--- config.mk ---
export PLATFORM = sky130hd
export DESIGN_NAME = load_store_controller
export DESIGN_NICKNAME = d
export VERILOG_FILES = /design/src/rtl/load_store_controller.sv
export SDC_FILE = /design/constraint.sdc
export NUM_CORES = 1
export LEC_CHECK = 0
export BUFFER_PORTS_ARGS = -buffer_cell sky130_fd_sc_hd__buf_2
export CAP_MARGIN = 20
export CORE_AREA = 2 2 114 116
export DETAILED_ROUTE_END_ITERATION = 12
export DIE_AREA = 0 0 116 118
export PLACE_DENSITY = 0.72
export SLEW_MARGIN = 30
export SYNTH_ARGS = -nofsm -noshare
export SYNTH_HDL_FRONTEND = slang
export SYNTH_SLANG_ARGS = --single-unit
--- constraint.sdc ---
create_clock -name Clk -period 7.7 [get_ports Clk]
set_input_delay 1.54 -clock Clk [delete_from_list [all_inputs] [get_ports Clk]]
set_output_delay 1.54 -clock Clk [all_outputs]
set_load 0.01 [all_outputs]
--- src/rtl/load_store_controller.sv ---
// Load/store sequencer for the MEM stage: one word-aligned handshake per request,
// big-endian lane selection with sign/zero extension for loads and lane replication for stores.
//
// state | meaning
// IDLE  | waiting for Req; captures the request and checks alignment
// WAIT  | MemReq held until MemAck or wait-counter timeout
// RESP  | Done pulse; RdData/AlignErr/TimeoutErr valid
module load_store_controller #(
    parameter int TIMEOUT = 255
) (
    input  logic        Clk,
    input  logic        Rst,
    input  logic        Req,
    input  logic        IsLoad,
    input  logic [1:0]  Size,
    input  logic        Unsigned,
    input  logic [31:0] Addr,
    input  logic [31:0] WrData,
    output logic        Busy,
    output logic        Done,
    output logic [31:0] RdData,
    output logic        AlignErr,
    output logic        TimeoutErr,
    output logic        MemReq,
    output logic        MemWe,
    output logic [31:0] MemAddr,
    output logic [3:0]  MemBe,
    output logic [31:0] MemWrData,
    input  logic        MemAck,
    input  logic [31:0] MemRdData
);

    localparam int CW = (TIMEOUT < 2) ? 1 : $clog2(TIMEOUT + 1);
    localparam logic [CW-1:0] WAIT_TC = CW'(TIMEOUT - 1);

    typedef enum logic [1:0] {IDLE, WAIT, RESP} state_t;

    state_t        state_q, state_d;
    logic          is_load_q, is_load_d;
    logic [1:0]    size_q, size_d;
    logic          unsigned_q, unsigned_d;
    logic [1:0]    addr_lo_q, addr_lo_d;
    logic          mem_req_q, mem_req_d;
    logic          mem_we_q, mem_we_d;
    logic [31:0]   mem_addr_q, mem_addr_d;
    logic [3:0]    mem_be_q, mem_be_d;
    logic [31:0]   mem_wr_data_q, mem_wr_data_d;
    logic [31:0]   rd_data_q, rd_data_d;
    logic          align_err_q, align_err_d;
    logic          timeout_err_q, timeout_err_d;
    logic [CW-1:0] wait_cnt_q, wait_cnt_d;

    logic          misaligned;
    logic          timed_out;
    logic [7:0]    ld_byte;
    logic [15:0]   ld_half;
    logic [31:0]   ld_ext;

    always_ff @(posedge Clk or posedge Rst) begin
        if (Rst) begin
            state_q       <= IDLE;
            is_load_q     <= 1'b0;
            size_q        <= 2'b00;
            unsigned_q    <= 1'b0;
            addr_lo_q     <= 2'b00;
            mem_req_q     <= 1'b0;
            mem_we_q      <= 1'b0;
            mem_addr_q    <= '0;
            mem_be_q      <= '0;
            mem_wr_data_q <= '0;
            rd_data_q     <= '0;
            align_err_q   <= 1'b0;
            timeout_err_q <= 1'b0;
            wait_cnt_q    <= '0;
        end else begin
            state_q       <= state_d;
            is_load_q     <= is_load_d;
            size_q        <= size_d;
            unsigned_q    <= unsigned_d;
            addr_lo_q     <= addr_lo_d;
            mem_req_q     <= mem_req_d;
            mem_we_q      <= mem_we_d;
            mem_addr_q    <= mem_addr_d;
            mem_be_q      <= mem_be_d;
            mem_wr_data_q <= mem_wr_data_d;
            rd_data_q     <= rd_data_d;
            align_err_q   <= align_err_d;
            timeout_err_q <= timeout_err_d;
            wait_cnt_q    <= wait_cnt_d;
        end
    end

    always_comb begin
        misaligned = (Size == 2'b11) ||
                     (Size == 2'b01 && Addr[0]) ||
                     (Size == 2'b10 && Addr[1:0] != 2'b00);
        timed_out  = (TIMEOUT != 0) && (wait_cnt_q == WAIT_TC);
    end

    always_comb begin
        state_d = state_q;
        case (state_q)
            IDLE: if (Req) state_d = misaligned ? RESP : WAIT;
            WAIT: if (MemAck || timed_out) state_d = RESP;
            RESP: state_d = IDLE;
            default: state_d = IDLE;
        endcase
    end

    // Big-endian lanes: byte offset 0 is bits [31:24].
    always_comb begin
        case (addr_lo_q)
            2'd0:    ld_byte = MemRdData[31:24];
            2'd1:    ld_byte = MemRdData[23:16];
            2'd2:    ld_byte = MemRdData[15:8];
            default: ld_byte = MemRdData[7:0];
        endcase
        ld_half = addr_lo_q[1] ? MemRdData[15:0] : MemRdData[31:16];
        case (size_q)
            2'b00:   ld_ext = {{24{ld_byte[7] & ~unsigned_q}}, ld_byte};
            2'b01:   ld_ext = {{16{ld_half[15] & ~unsigned_q}}, ld_half};
            default: ld_ext = MemRdData;
        endcase
    end

    always_comb begin
        is_load_d     = is_load_q;
        size_d        = size_q;
        unsigned_d    = unsigned_q;
        addr_lo_d     = addr_lo_q;
        mem_req_d     = mem_req_q;
        mem_we_d      = mem_we_q;
        mem_addr_d    = mem_addr_q;
        mem_be_d      = mem_be_q;
        mem_wr_data_d = mem_wr_data_q;
        rd_data_d     = rd_data_q;
        align_err_d   = align_err_q;
        timeout_err_d = timeout_err_q;
        wait_cnt_d    = wait_cnt_q;
        case (state_q)
            IDLE: if (Req) begin
                is_load_d  = IsLoad;
                size_d     = Size;
                unsigned_d = Unsigned;
                addr_lo_d  = Addr[1:0];
                mem_we_d   = ~IsLoad;
                mem_addr_d = {Addr[31:2], 2'b00};
                case (Size)
                    2'b00: begin
                        mem_be_d      = 4'b1000 >> Addr[1:0];
                        mem_wr_data_d = {4{WrData[7:0]}};
                    end
                    2'b01: begin
                        mem_be_d      = Addr[1] ? 4'b0011 : 4'b1100;
                        mem_wr_data_d = {2{WrData[15:0]}};
                    end
                    default: begin
                        mem_be_d      = 4'b1111;
                        mem_wr_data_d = WrData;
                    end
                endcase
                wait_cnt_d = '0;
                if (misaligned) begin
                    align_err_d   = 1'b1;
                    timeout_err_d = 1'b0;
                    rd_data_d     = '0;
                end else begin
                    mem_req_d = 1'b1;
                end
            end
            WAIT: begin
                if (MemAck) begin
                    mem_req_d     = 1'b0;
                    rd_data_d     = is_load_q ? ld_ext : 32'd0;
                    align_err_d   = 1'b0;
                    timeout_err_d = 1'b0;
                end else begin
                    wait_cnt_d = wait_cnt_q + CW'(1);
                    if (timed_out) begin
                        mem_req_d     = 1'b0;
                        rd_data_d     = '0;
                        align_err_d   = 1'b0;
                        timeout_err_d = 1'b1;
                    end
                end
            end
            default: ;
        endcase
    end

    assign Busy       = (state_q != IDLE);
    assign Done       = (state_q == RESP);
    assign RdData     = rd_data_q;
    assign AlignErr   = align_err_q;
    assign TimeoutErr = timeout_err_q;
    assign MemReq     = mem_req_q;
    assign MemWe      = mem_we_q;
    assign MemAddr    = mem_addr_q;
    assign MemBe      = mem_be_q;
    assign MemWrData  = mem_wr_data_q;

endmodule

==> key figures <==
STA
  • Final worst path period need: 2.903 ns
  • Slew margin rel.: 40.55%
  • Final total negative setup slack: 0 ns
  • Fin worst setup slack: roughly 4.8 ns
  • Maximum frequency from static timing analysis: 344.4 MHz
  • Final setup violation count: 0
  • Clock tree skew after final layout: just under 0.008 ns
  • Setup repair after global routing missed its margin: no
  • Fin. Hold Viols: 0
  • Final cycle utilization of the critical path: a little under two fifths
  • Final-layout worst hold slack: about 0.47 ns
  • Slew Limit Fails: 0
  • Pin slew with the least headroom to its limit: between 0.8 and 0.9 ns

Logic synthesis
  • #FFs+latches synth: around 120
  • Main synth FF type: sky130_fd_sc_hd__dfrtp_1
  • Average cell area after synthesis: 9.551 sq um
  • Ys Warns: 0
  • Share of flip-flops with an asynchronous set or reset: 100.0%
  • Number of synthesized flops with an enable pin: 0
  • Proportion of synthesized chip area in sequential cells: 53.49%
  • Synthesized instance count: 578
  • Synthesized area: roughly 5500 sq um
  • Number of distinct library cells after synthesis: 52

Die
  • Top-level port count: 210
  • Core box area: about 12000 sq um
  • Width of the die: 116 um
  • Effective utilization at floorplan: 44.47%
  • Die Y: 118 um
  • # rows: 41
  • Floorplan die area: 13690 sq um

Global routing
  • Final global-route overflow total: 0
  • Antenna violations before repair: 1
  • Vias in the first global route: 4955
  • Total Routing Usage GR: 23.25%
  • Wire length of the first global-routing pass: 24810 um
  • Pin count of the biggest net entering global routing: between 70 and 80

Routing
  • Starting DRC count in detailed routing: 349
  • Via density per instance: 5.300
  • Final ANT Viol Nets: 0
  • Residual DRC: 0
  • Routed vias: 5040
  • Routed length per placed instance: 16.23 um
  • Number of detailed-routing iterations run before antenna repair: 5
  • Routed wire length: 15430 um

Cells and area
  • Inserted Diodes: 0
  • Final #Nets: 872
  • Share of post-route cells with drive strength above 1: 33.25%
  • Syn-to-layout area delta: 30.85%
  • Count of fill cells added during filler insertion: 1118
  • Final std cell area, no fill: between 7000 and 8000 sq um

Worst setup path
  • Worst Setup End Kind: output pin
  • Max Fanout on Critical Path: 10
  • Required time at the worst-slack endpoint: about 6.2 ns
  • Delay of the slowest cell on the worst path: 0.47 ns
  • Arr. time, crit path: 1.36 ns
  • Setup crit start kind: flip-flop
  • Cell with the largest stage delay on the worst path: sky130_fd_sc_hd__dfrtp_1
  • Cell breakdown of the critical path: nor2_1, inv_1, buf_2
  • Type of the setup path with the least slack: reg -> out

Clock network
  • Deepest clock path buffer count: 2
  • Cell chosen for the clock root: sky130_fd_sc_hd__clkbuf_16
  • H-Tree Level Count: 4
  • CTS tree: done
  • Gates resized, CTS repair: 0
  • Insertion delay to the later sink of the worst-skew pair: 0.41 ns
  • Post-CTS setup buffer count: 0
  • CTS Hold Bufs: 0
  • Clock transition at the register clock pins on the worst setup and hold paths after CTS: 0.05 ns
  • Cts bufs inserted: 17
  • Sinks on Clock Net: between 100 and 150

Placed design
  • Port Buffer Count: 207
  • Placed cell area: roughly 6600 sq um
  • HPWL after detailed placement: 10950 um
  • RePlAce Congestion: 0.8057
  • Post-placement setup slack: 4.388 ns

Pwr
  • Leakage Power: approximately 3.8 nW
  • Power per Cell Area: approximately 380 nW/um^2
  • Max VDD drop: 0.2070 mV

Run
  • Max-Cap Viols: 0

Hold path
  • Worst min path class: reg -> reg

Run status
  • Result of the run: completed
flip-flops by register name, indices dropped and copies added, names as in the netlist:
name / flops
AlignErr: 1
MemAddr: 30
MemBe: 4
MemReq: 1
MemWe: 1
MemWrData: 32
RdData: 32
TimeoutErr: 1
addr_lo_q: 2
is_load_q: 1
size_q: 2
state_q: 2
unsigned_q: 1
wait_cnt_q: 8
cell usage after synthesis (9+ instances only):
master | count | area (sq um)
sky130_fd_sc_hd__nand2_1 | 169 | 634.4
sky130_fd_sc_hd__dfrtp_1 | 118 | 2953
sky130_fd_sc_hd__o21ai_0 | 38 | 190.2
sky130_fd_sc_hd__a21oi_1 | 25 | 125.1
sky130_fd_sc_hd__a221o_1 | 24 | 240.2
sky130_fd_sc_hd__clkbuf_1 | 24 | 90.09
sky130_fd_sc_hd__mux2i_1 | 24 | 240.2
sky130_fd_sc_hd__nor2_1 | 24 | 90.09
sky130_fd_sc_hd__or3_1 | 13 | 81.33
sky130_fd_sc_hd__a31oi_1 | 11 | 68.82
sky130_fd_sc_hd__nand2b_1 | 10 | 62.56
sky130_fd_sc_hd__inv_1 | 9 | 33.78
area by class of cell:
type | instances | area (sq um) | share of cell area [%]
Sequential cell | 118 | 2954 | 40.90
Multi-Input combinational cell | 410 | 2349 | 32.51
Timing Repair Buffer | 210 | 1059 | 14.65
Clock buffer | 23 | 488.0 | 6.756
Tap cell | 172 | 215.2 | 2.979
Clock inverter | 9 | 122.6 | 1.698
Inverter | 9 | 36.28 | 0.5023
metal layers:
metal	global-route usage (%)	wire, um
met1	29.61	6490
met2	36.66	7328
met3	7.673	1315
met4	8.929	282
met5	0	16
cell usage in the layout (no fill, tap or decap), types with 13 or more instances in the layout:
| cell type | instances |
|---|---|
| sky130_fd_sc_hd__clkbuf_16 | 17 |
| sky130_fd_sc_hd__a21oi_1 | 25 |
| sky130_fd_sc_hd__a221o_1 | 24 |
| sky130_fd_sc_hd__dfrtp_1 | 117 |
| sky130_fd_sc_hd__nand2_1 | 168 |
| sky130_fd_sc_hd__or3_1 | 13 |
| sky130_fd_sc_hd__o21ai_0 | 38 |
| sky130_fd_sc_hd__nor2_1 | 24 |
| sky130_fd_sc_hd__mux2i_1 | 24 |
| sky130_fd_sc_hd__buf_2 | 207 |
kinds of logic (layout without fill, tap and decap cells):
kind of cell | Yosys count | count (layout) | synth area share [%]
compound gates | 124 | 124 | 15.96
buf+inv | 51 | 251 | 4.125
other cells | 1 | 2 | 0.06793
fa+ha+maj | 2 | 2 | 0.4532
xor+xnor | 5 | 5 | 0.7934
flops | 118 | 118 | 53.49
mux | 27 | 27 | 4.964
simple gates | 250 | 250 | 20.15
worst paths after layout:
kind / start / to / slack (ns) / cells past startpoint
setup / recovery: state_q[0]$_DFFE_PP0P_ / Busy / 4.80 / 3
hold / removal: MemAddr[16]$_DFFE_PP0P_ / MemAddr[16]$_DFFE_PP0P_ / 0.47 / 2
setup reg to reg: addr_lo_q[1]$_DFFE_PP0P_ / RdData[16]$_DFFE_PP0P_ / 5.19 / 4
hold reg to reg: MemAddr[16]$_DFFE_PP0P_ / MemAddr[16]$_DFFE_PP0P_ / 0.47 / 2
max in group asynchronous: Rst / size_q[1]$_DFFE_PP0P_ / 5.13 / 3
min in group asynchronous: Rst / MemAddr[26]$_DFFE_PP0P_ / 1.21 / 2
through the flow:
step,std cells,util [%],total power (W)
after floorplan,579,-,0.001553
after global placement,919,53.25,0.001900
after detailed placement,919,53.25,0.001931
after CTS,951,58.16,0.002757
after global routing,951,58.18,0.002914
final,951,58.18,0.002738
power breakdown:
part	internal (W)	total (W)	switching (W)
clock network	0.000540	0.000813	0.000274
logic	0.000353	0.000871	0.000519
registers	0.000853	0.00105	0.000200
total	0.00175	0.00274	0.000992
critical path: cells and delay by family, from the launching register on:
kind          cells  cell delay (ns)
flops             1             0.47
simple gates      1             0.22
buf+inv           2             0.26
Power figures use the tool's default switching activity.
